`src/rtl/oqpsk_bit_packer_if.sv`:
```
// AXI-Stream style word bus used by the OQPSK bit packer.
// master drives tdata/tvalid/tlast, slave drives tready.
interface oqpsk_bit_packer_if #(
  parameter int WIDTH = 64
) ();
  logic [WIDTH-1:0] tdata;
  logic             tvalid;
  logic             tlast;
  logic             tready;

  modport master (
    output tdata,
    output tvalid,
    output tlast,
    input  tready
  );

  modport slave (
    input  tdata,
    input  tvalid,
    input  tlast,
    output tready
  );
endinterface

```
`src/rtl/oqpsk_bit_packer.sv`:
```
// Re-interleaves demodulated I/Q bit streams into AXIS words:
// Q of pair j at tdata[2j], I at tdata[2j+1], tlast every
// PACKET_WORDS words, one output word of buffering.
// Ports: aclk, sreset (sync, active high), I/Q bits + valids,
// m00_axis (master bus), sticky pairing/overflow error flags.
module oqpsk_bit_packer #(
  parameter int C_M00_AXIS_TDATA_WIDTH = 64,
  parameter int PACKET_WORDS           = 4
) (
  input  logic aclk,
  input  logic sreset,
  input  logic inphase_bit,
  input  logic inphase_bit_valid,
  input  logic quadrature_bit,
  input  logic quadrature_bit_valid,
  oqpsk_bit_packer_if.master m00_axis,
  output logic pairing_error,
  output logic overflow_error
);

  localparam int W     = C_M00_AXIS_TDATA_WIDTH;
  localparam int PAIRS = W / 2;
  localparam int PCW   = $clog2(PAIRS);
  localparam int WCW   =
    (PACKET_WORDS > 1) ? $clog2(PACKET_WORDS) : 1;

  localparam logic [PCW-1:0] P_LAST = PCW'(PAIRS - 1);
  localparam logic [WCW-1:0] W_LAST = WCW'(PACKET_WORDS - 1);

  typedef enum logic {
    EMPTY = 1'b0,
    FULL  = 1'b1
  } ostate_t;

  ostate_t state;
  ostate_t state_nxt;

  logic           pend;
  logic           pend_bit;
  logic           pend_nxt;
  logic           pend_bit_nxt;
  logic           fire;
  logic           pair_i;
  logic           pair_q;
  logic           pair_err;

  logic [PCW-1:0] pair_cnt;
  logic [WCW-1:0] word_cnt;
  logic [W-1:0]   acc;
  logic [W-1:0]   word;

  logic           last_pair;
  logic           take;
  logic           load;
  logic           drop;

  logic [W-1:0]   tdata_q;
  logic           tlast_q;

  // Pairing: the four valid/pending combinations are
  // mutually exclusive; idle cycles fall to the default.
  always_comb begin
    fire         = 1'b0;
    pair_i       = pend_bit;
    pair_q       = quadrature_bit;
    pend_nxt     = pend;
    pend_bit_nxt = pend_bit;
    pair_err     = 1'b0;
    unique case (1'b1)
      quadrature_bit_valid && pend: begin
        fire   = 1'b1;
        pair_i = pend_bit;
        if (inphase_bit_valid) begin
          pend_bit_nxt = inphase_bit;
        end else begin
          pend_nxt = 1'b0;
        end
      end
      quadrature_bit_valid && inphase_bit_valid
        && !pend: begin
        fire   = 1'b1;
        pair_i = inphase_bit;
      end
      quadrature_bit_valid && !inphase_bit_valid
        && !pend: begin
        pair_err = 1'b1;
      end
      inphase_bit_valid && !quadrature_bit_valid: begin
        pend_nxt     = 1'b1;
        pend_bit_nxt = inphase_bit;
        pair_err     = pend;
      end
      default: ;
    endcase
  end

  // Current word with this cycle's pair merged in, so the
  // final pair lands in the loaded output word directly.
  always_comb begin
    word = acc;
    if (fire) begin
      word[{pair_cnt, 1'b0}] = pair_q;
      word[{pair_cnt, 1'b1}] = pair_i;
    end
  end

  assign last_pair = fire && (pair_cnt == P_LAST);
  assign take      = m00_axis.tvalid && m00_axis.tready;
  assign load      = last_pair && ((state == EMPTY) || take);
  assign drop      = last_pair && !load;

  // Stale acc bits are always overwritten before a word
  // completes, so acc needs no reset.
  always_ff @(posedge aclk) begin
    if (fire) begin
      acc <= word;
    end
  end

  always_ff @(posedge aclk) begin
    if (sreset) begin
      pend     <= 1'b0;
      pend_bit <= 1'b0;
      pair_cnt <= '0;
    end else begin
      pend     <= pend_nxt;
      pend_bit <= pend_bit_nxt;
      if (fire) begin
        if (pair_cnt == P_LAST) begin
          pair_cnt <= '0;
        end else begin
          pair_cnt <= pair_cnt + 1'b1;
        end
      end
    end
  end

  // Dropped words still advance word_cnt to keep framing.
  always_ff @(posedge aclk) begin
    if (sreset) begin
      word_cnt <= '0;
    end else if (last_pair) begin
      if (word_cnt == W_LAST) begin
        word_cnt <= '0;
      end else begin
        word_cnt <= word_cnt + 1'b1;
      end
    end
  end

  always_ff @(posedge aclk) begin
    if (sreset) begin
      tdata_q <= '0;
      tlast_q <= 1'b0;
    end else if (load) begin
      tdata_q <= word;
      tlast_q <= (word_cnt == W_LAST);
    end
  end

  always_ff @(posedge aclk) begin
    if (sreset) begin
      pairing_error  <= 1'b0;
      overflow_error <= 1'b0;
    end else begin
      if (pair_err) begin
        pairing_error <= 1'b1;
      end
      if (drop) begin
        overflow_error <= 1'b1;
      end
    end
  end

  always_ff @(posedge aclk) begin
    if (sreset) begin
      state <= EMPTY;
    end else begin
      state <= state_nxt;
    end
  end

  always_comb begin
    state_nxt = state;
    unique case (state)
      EMPTY: begin
        if (load) begin
          state_nxt = FULL;
        end
      end
      FULL: begin
        if (m00_axis.tready && !load) begin
          state_nxt = EMPTY;
        end
      end
      default: state_nxt = EMPTY;
    endcase
  end

  always_comb begin
    m00_axis.tvalid = (state == FULL);
    m00_axis.tdata  = tdata_q;
    m00_axis.tlast  = tlast_q;
  end

endmodule
```
`src/flat_wrapper.sv`:
```
// flat-port wrapper written by rule: the top's interface ports become plain ports
module oqpsk_bit_packer_flat 
#(
  parameter int C_M00_AXIS_TDATA_WIDTH = 64,
  parameter int PACKET_WORDS           = 4
)
  (aclk, sreset, inphase_bit, inphase_bit_valid, quadrature_bit, quadrature_bit_valid, pairing_error, overflow_error, m00_axis_tdata, m00_axis_tvalid, m00_axis_tlast, m00_axis_tready);
  oqpsk_bit_packer_if m00_axis_i ();
  input  logic aclk;
  input  logic sreset;
  input  logic inphase_bit;
  input  logic inphase_bit_valid;
  input  logic quadrature_bit;
  input  logic quadrature_bit_valid;
  output logic pairing_error;
  output logic overflow_error;
  output wire logic [$bits(m00_axis_i.tdata)-1:0] m00_axis_tdata;
  output wire logic [$bits(m00_axis_i.tvalid)-1:0] m00_axis_tvalid;
  output wire logic [$bits(m00_axis_i.tlast)-1:0] m00_axis_tlast;
  input wire logic [$bits(m00_axis_i.tready)-1:0] m00_axis_tready;
  assign m00_axis_tdata = m00_axis_i.tdata;
  assign m00_axis_tvalid = m00_axis_i.tvalid;
  assign m00_axis_tlast = m00_axis_i.tlast;
  assign m00_axis_i.tready = m00_axis_tready;
  oqpsk_bit_packer #(.C_M00_AXIS_TDATA_WIDTH(C_M00_AXIS_TDATA_WIDTH), .PACKET_WORDS(PACKET_WORDS)) u_core (.aclk(aclk), .sreset(sreset), .inphase_bit(inphase_bit), .inphase_bit_valid(inphase_bit_valid), .quadrature_bit(quadrature_bit), .quadrature_bit_valid(quadrature_bit_valid), .m00_axis(m00_axis_i), .pairing_error(pairing_error), .overflow_error(overflow_error));
endmodule
```
`config.mk`:
```
export PLATFORM = sky130hd
export DESIGN_NAME = oqpsk_bit_packer_flat
export DESIGN_NICKNAME = d
export VERILOG_FILES = /design/src/rtl/oqpsk_bit_packer_if.sv /design/src/rtl/oqpsk_bit_packer.sv /design/src/flat_wrapper.sv
export SDC_FILE = /design/constraint.sdc
export NUM_CORES = 1
export LEC_CHECK = 0
export CAP_MARGIN = 40
export CELL_PAD_IN_SITES_DETAIL_PLACEMENT = 0
export CELL_PAD_IN_SITES_GLOBAL_PLACEMENT = 1
export CORE_MARGIN = 3
export CORE_UTILIZATION = 45
export CTS_CLUSTER_SIZE = 14
export DETAILED_ROUTE_END_ITERATION = 6
export DONT_BUFFER_PORTS = 1
export HOLD_SLACK_MARGIN = 0.02
export PLACE_DENSITY_LB_ADDON = 0.25
export SLEW_MARGIN = 20
export SYNTH_ARGS = -nofsm -noshare
export SYNTH_HDL_FRONTEND = slang
export SYNTH_SLANG_ARGS = --single-unit
```
`constraint.sdc`:
```
create_clock -name aclk -period 2.54 [get_ports aclk]
set_input_delay 0.508 -clock aclk [delete_from_list [all_inputs] [get_ports aclk]]
set_output_delay 0.508 -clock aclk [all_outputs]
set_load 0.02 [all_outputs]
```
# Word-level counts from Yosys, hierarchy flattened
# Cells that the tools add are included.
# totals
register_bits,141
inputBits,7
# op_classes
add_sub_neg,2
n_lt_le_gt_ge,4
eq_ne,4
n_mux,19
bitwise_logic,1
n_reduce_logical,22
# op_table
cell,count
$bwmux 64,2
$mux 64,1
$lt 6x7->1 const B,2
$logic_and 1x1->1,13
$ge 6x1->1 const B,2
$demux 1 s5,2
$mux 1,8
$pmux 1 s2,4
$add 5x1->5 const B,1
$eq 5x5->1 const B,1
$mux 5,1
$logic_not 1->1,4
$ne 2x2->1 const B,2
$reduce_and 2->1,2
$add 2x1->2 const B,1
$eq 2x2->1 const B,1
$mux 2,1
$reduce_bool 2->1,1
$reduce_or 2->1,1
$logic_or 1x1->1,1
$not 1->1,1

# Logic depth before layout (Yosys ltp)
# depth
word_depth,10
ltp_mapped,9
depth_no_buf,6

# Worst setup path after synthesis
# OpenSTA, ideal clock, no wires.
# synth_path
path_kind,input-to-reg
from,in inphase_bit_valid
to,"reg u_core.acc[0], enable pin"
setup_time_ns,0.418
arrival_time_ns,2.185
required_ns,2.122
setup_slack_ns,-0.063
path_stages,4
path_cell_list,buf_6 buf_6 o21ai_2 inv_1
# synth_between
elab_chain_cells,4
# synth_rtl
element,line_no,text
from (decl),flat_wrapper.sv:12,input logic inphase_bit_valid;
$logic_and 1x1->1,oqpsk_bit_packer.sv:79,quadrature_bit_valid && inphase_bit_valid
$logic_and 1x1->1,oqpsk_bit_packer.sv:80,&& !pend: begin
$reduce_or 2->1 (no source line),--,
$mux 1,oqpsk_bit_packer.sv:69,unique case (1'b1)
to (signal assigned),oqpsk_bit_packer.sv:116,acc <= word;
to (decl),oqpsk_bit_packer.sv:49,logic [W-1:0] acc;
# No other way between the ends.
# A chain may end at the register's enable or synchronous reset.

# Worst setup path after layout
# layout_path
from,reg u_core.pair_cnt[2]
to,reg u_core.tdata_q[63] (netlist: u_core.m00_axis.tdata[63])
# layout_between
elab_chain_cells,6
elab_cells_between_ends,10
# layout_rtl
element,line_no,text
from (decl),oqpsk_bit_packer.sv:47,logic [PCW-1:0] pair_cnt;
from (signal assigned),oqpsk_bit_packer.sv:132,pair_cnt <= pair_cnt + 1'b1;
$lt 6x7->1 (not written as such) / $ge 6x1->1 (equally long branches),oqpsk_bit_packer.sv:103,"word[{pair_cnt, 1'b1}] = pair_i;"
$logic_and 1x1->1 (not written as such),oqpsk_bit_packer.sv:103,
$mux 1 (not written as such),oqpsk_bit_packer.sv:103,
$demux 1 s5,--,
$bwmux 64,oqpsk_bit_packer.sv:103,
$mux 64,oqpsk_bit_packer.sv:101,if (fire) begin
to (signal assigned),oqpsk_bit_packer.sv:156,tdata_q <= word;
to (decl),oqpsk_bit_packer.sv:57,logic [W-1:0] tdata_q;
# Several ways; a longest one is shown, not always the timed one.

==> flow_metrics.env <==
export IMPL_htreeDepth=4
export IMPL_status="completed"
export IMPL_grt_pass1_wl_mm=27.52
export IMPL_place_congestion=0.7467
export IMPL_fin_nets=594
export IMPL_power_density_nw_per_um2=697.6
export IMPL_synth_top_cell_by_area="edfxtp_1"
export IMPL_die_area_um2=16730
export IMPL_numCtsBuffers=17
export IMPL_reg2reg_slack_ns=0.34
export IMPL_syn2layout_area_growth_pct=9.139
export IMPL_min_period_ns=2.198
export IMPL_firstDrtPassIters=5
export IMPL_post_cts_resized=0
export IMPL_placementRows=44
export IMPL_grt_util_all_layers_pct=21.54
export IMPL_cts_tree="yes"
export IMPL_hold_buffers=0
export IMPL_critPathLaunchType="flop"
export IMPL_tightest_slew_ns=0.8473
export IMPL_io_buffers=0
export IMPL_hpwl_mm=10.51
export IMPL_clkSlewWorstSetupHoldPaths_ns=0.06
export IMPL_hold_violations=0
export IMPL_synth_top_area_share_pct=28.08
export IMPL_ioPinCount=75
export IMPL_syn_area_um2=6845
export IMPL_crit_chain="and3_1 > ha_1 > o211a_4 > nand3_2 > buf_4 > o32ai_1"
export IMPL_syn_inst=605
export IMPL_hold_path_class="in2reg"
export IMPL_max_stage_delay_ns=0.67
export IMPL_postCtsSetupBuffers=0
export IMPL_drive_gt1_share_pct=22.43
export IMPL_grt_overflow=0
export IMPL_synth_fp_nets=618
export IMPL_maxClockFrequency_ghz=0.4550
export IMPL_remaining_drc_errors=0
export IMPL_cts_root_buf="clkbuf_16"
export IMPL_register_area_um2=3465
export IMPL_slowest_stage="dfxtp_1"
export IMPL_drv_cap=0
export IMPL_drv_slew=0
export IMPL_diodes=0
export IMPL_finalSetupViolCount=0
export IMPL_wl_per_cell_um=22.68
export IMPL_die_w_um=129.3
export IMPL_async_flop_share_pct=0
export IMPL_arrival_ns=2.52
export IMPL_skew_ns=0.006491
export IMPL_critPathMaxFanout=32
export IMPL_drt_iter0_drc=410
export IMPL_p_leak_nw=2.359
export IMPL_worstSkewPairLatency_ns=0.42
export IMPL_synth_avg_cell_area_um2=11.31
export IMPL_grt_pass1_vias=4789
export IMPL_rsz0062_at_grt="no"
export IMPL_relSlewSlack_pct=43.24
export IMPL_ys_ff_latch=141
export IMPL_cp_data_required_time_ns=2.86
export IMPL_die_h_um=129.3
export IMPL_grt_max_degree=65
export IMPL_vias_per_cell=6.332
export IMPL_design_core_area_um2=14700
export IMPL_antenna_found_initial=0
export IMPL_wirelength_mm=17.63
export IMPL_initial_core_util_pct=46.57
export IMPL_finalCritPeriodShare_pct=86.52
export IMPL_hold_slack_ns=0.1478
export IMPL_synth_edf_count=64
export IMPL_multi_input_area_um2=2918
export IMPL_synthFlopType="dfxtp_1"
export IMPL_fillers=1290
export IMPL_via_count=4920
export IMPL_clock_path_buffers=2
export IMPL_postRouteAntennaNets=0
export IMPL_ys_warn_count=0
export IMPL_ir_drop_uv=522.3
export IMPL_endpoint_kind="flop"
export IMPL_seq_area_frac_synth_pct=50.59
export IMPL_synth_cell_types=50
export IMPL_tns_ns=0
export IMPL_clock_sinks=141
export IMPL_critPathKind="reg2reg"
export IMPL_synthTopCellsByArea="edfxtp_1 28%, dfxtp_1 23%, a2111oi_2 6.4%, a311oi_1 4.1%, o32ai_1 3.7%"
==> worst max-delay path, delay by kind of cell, from the launching register on <==
kind	cells	cell delay, ns
buffers and inverters	1	0.27
adders and majority gates	1	0.23
AOI/OAI and AO/OA	2	0.58
and+or+nand+nor	2	0.34
DFF	1	0.67
==> flip-flops by register name, summed over array words and instances, names as in the netlist <==
signal	flops
u_core.m00_axis.tdata	64
u_core.pairing_error	1
u_core.pair_cnt	5
u_core.pend	1
u_core.pend_bit	1
u_core.overflow_error	1
u_core.m00_axis.tlast	1
u_core.acc	64
u_core.m00_axis.tvalid	1
u_core.word_cnt	2
==> cell usage in the layout, fill, tap and decap left out, types with 7 or more instances in the layout <==
cell / n
o32ai_1: 29
buf_4: 13
dfxtp_1: 76
a2111oi_2: 29
a21oi_2: 26
nand2_1: 67
o21ai_1: 17
o21ai_0: 17
edfxtp_1: 64
clkbuf_16: 17
nand3_1: 35
a21oi_1: 46
a311oi_1: 32
buf_12: 7
nor2_1: 37
==> per-stage QoR <==
step	std cells	util, %	setup WS [ns]	total power, mW	instance area (um^2)
after floorplan	605	-	0.06389	2.740	6849
after global placement	745	46.73	0.4606	2.768	6869
after detailed placement	745	46.73	0.3227	2.776	6869
after CTS	776	50.72	0.3065	5.248	7456
after global routing	777	50.83	0.1421	5.383	7471
final	777	50.83	0.3423	5.212	7471
==> per-layer routing <==
layer	GRT usage (%)	vias up	share of wire, %
met5	0	-	0
met2	33.96	127	47
met4	7.288	0	1.2
met1	28.89	2469	46
li1	-	2303	-
met3	5.730	21	6.0
==> area by class of cell <==
class                   count  share of cell area (%)
flip-flops and latches    141                   46.37
multi-input cells         396                   39.06
clock buffers              24                   6.716
repair buffers             21                   3.383
well taps                 184                   3.082
clock inverters             7                   1.139
inverters                   4                  0.2512
==> cell usage after synthesis, types with 2 or more instances <==
master / n
a2111oi_2: 29
a2111oi_4: 3
a21oi_1: 46
a21oi_2: 26
a311oi_1: 32
and3_1: 2
and3b_1: 3
buf_12: 2
buf_2: 18
buf_4: 10
buf_6: 15
clkbuf_1: 17
dfxtp_1: 77
edfxtp_1: 64
ha_1: 6
inv_1: 4
mux2i_1: 2
nand2_1: 67
nand2b_1: 3
nand3_1: 35
nand3_2: 2
nand3b_1: 2
nor2_1: 37
nor2b_1: 2
nor3_1: 2
nor3b_4: 3
o211a_4: 4
o211ai_4: 4
o21ai_0: 17
o21ai_1: 17
o32ai_1: 29
o32ai_2: 3
or3_1: 2
or3b_1: 3
xnor2_1: 2
==> logic make-up (layout without fill, tap and decap cells) <==
family | count (synthesis) | count (layout) | synth area share [%]
simple gates | 170 | 170 | 12.54
buf+inv | 68 | 56 | 6.891
flops | 141 | 141 | 50.59
xor+xnor | 2 | 2 | 0.2559
fa+ha+maj | 6 | 6 | 1.097
compound gates | 216 | 216 | 28.33
mux | 2 | 2 | 0.2925
==> path summary, 6_finish.rpt <==
| check | from | endpoint | cells after the start |
|---|---|---|---|
| max | u_core.pair_cnt[2] | u_core.m00_axis.tdata[63] | 6 |
| min | sreset | u_core.m00_axis.tdata[38] | 1 |
| max reg2reg | u_core.pair_cnt[2] | u_core.m00_axis.tdata[63] | 6 |
| min reg2reg | u_core.word_cnt[1] | u_core.word_cnt[1] | 2 |
==> power breakdown <==
group	internal [mW]	leakage, nW	switching, mW	total [mW]
Clock	1.56	0.287	0.918	2.48
Combinational	0.0779	0.846	0.192	0.270
Sequential	2.44	1.23	0.0215	2.46
Total	4.08	2.36	1.13	5.21
(Power assumes the default switching activity.)
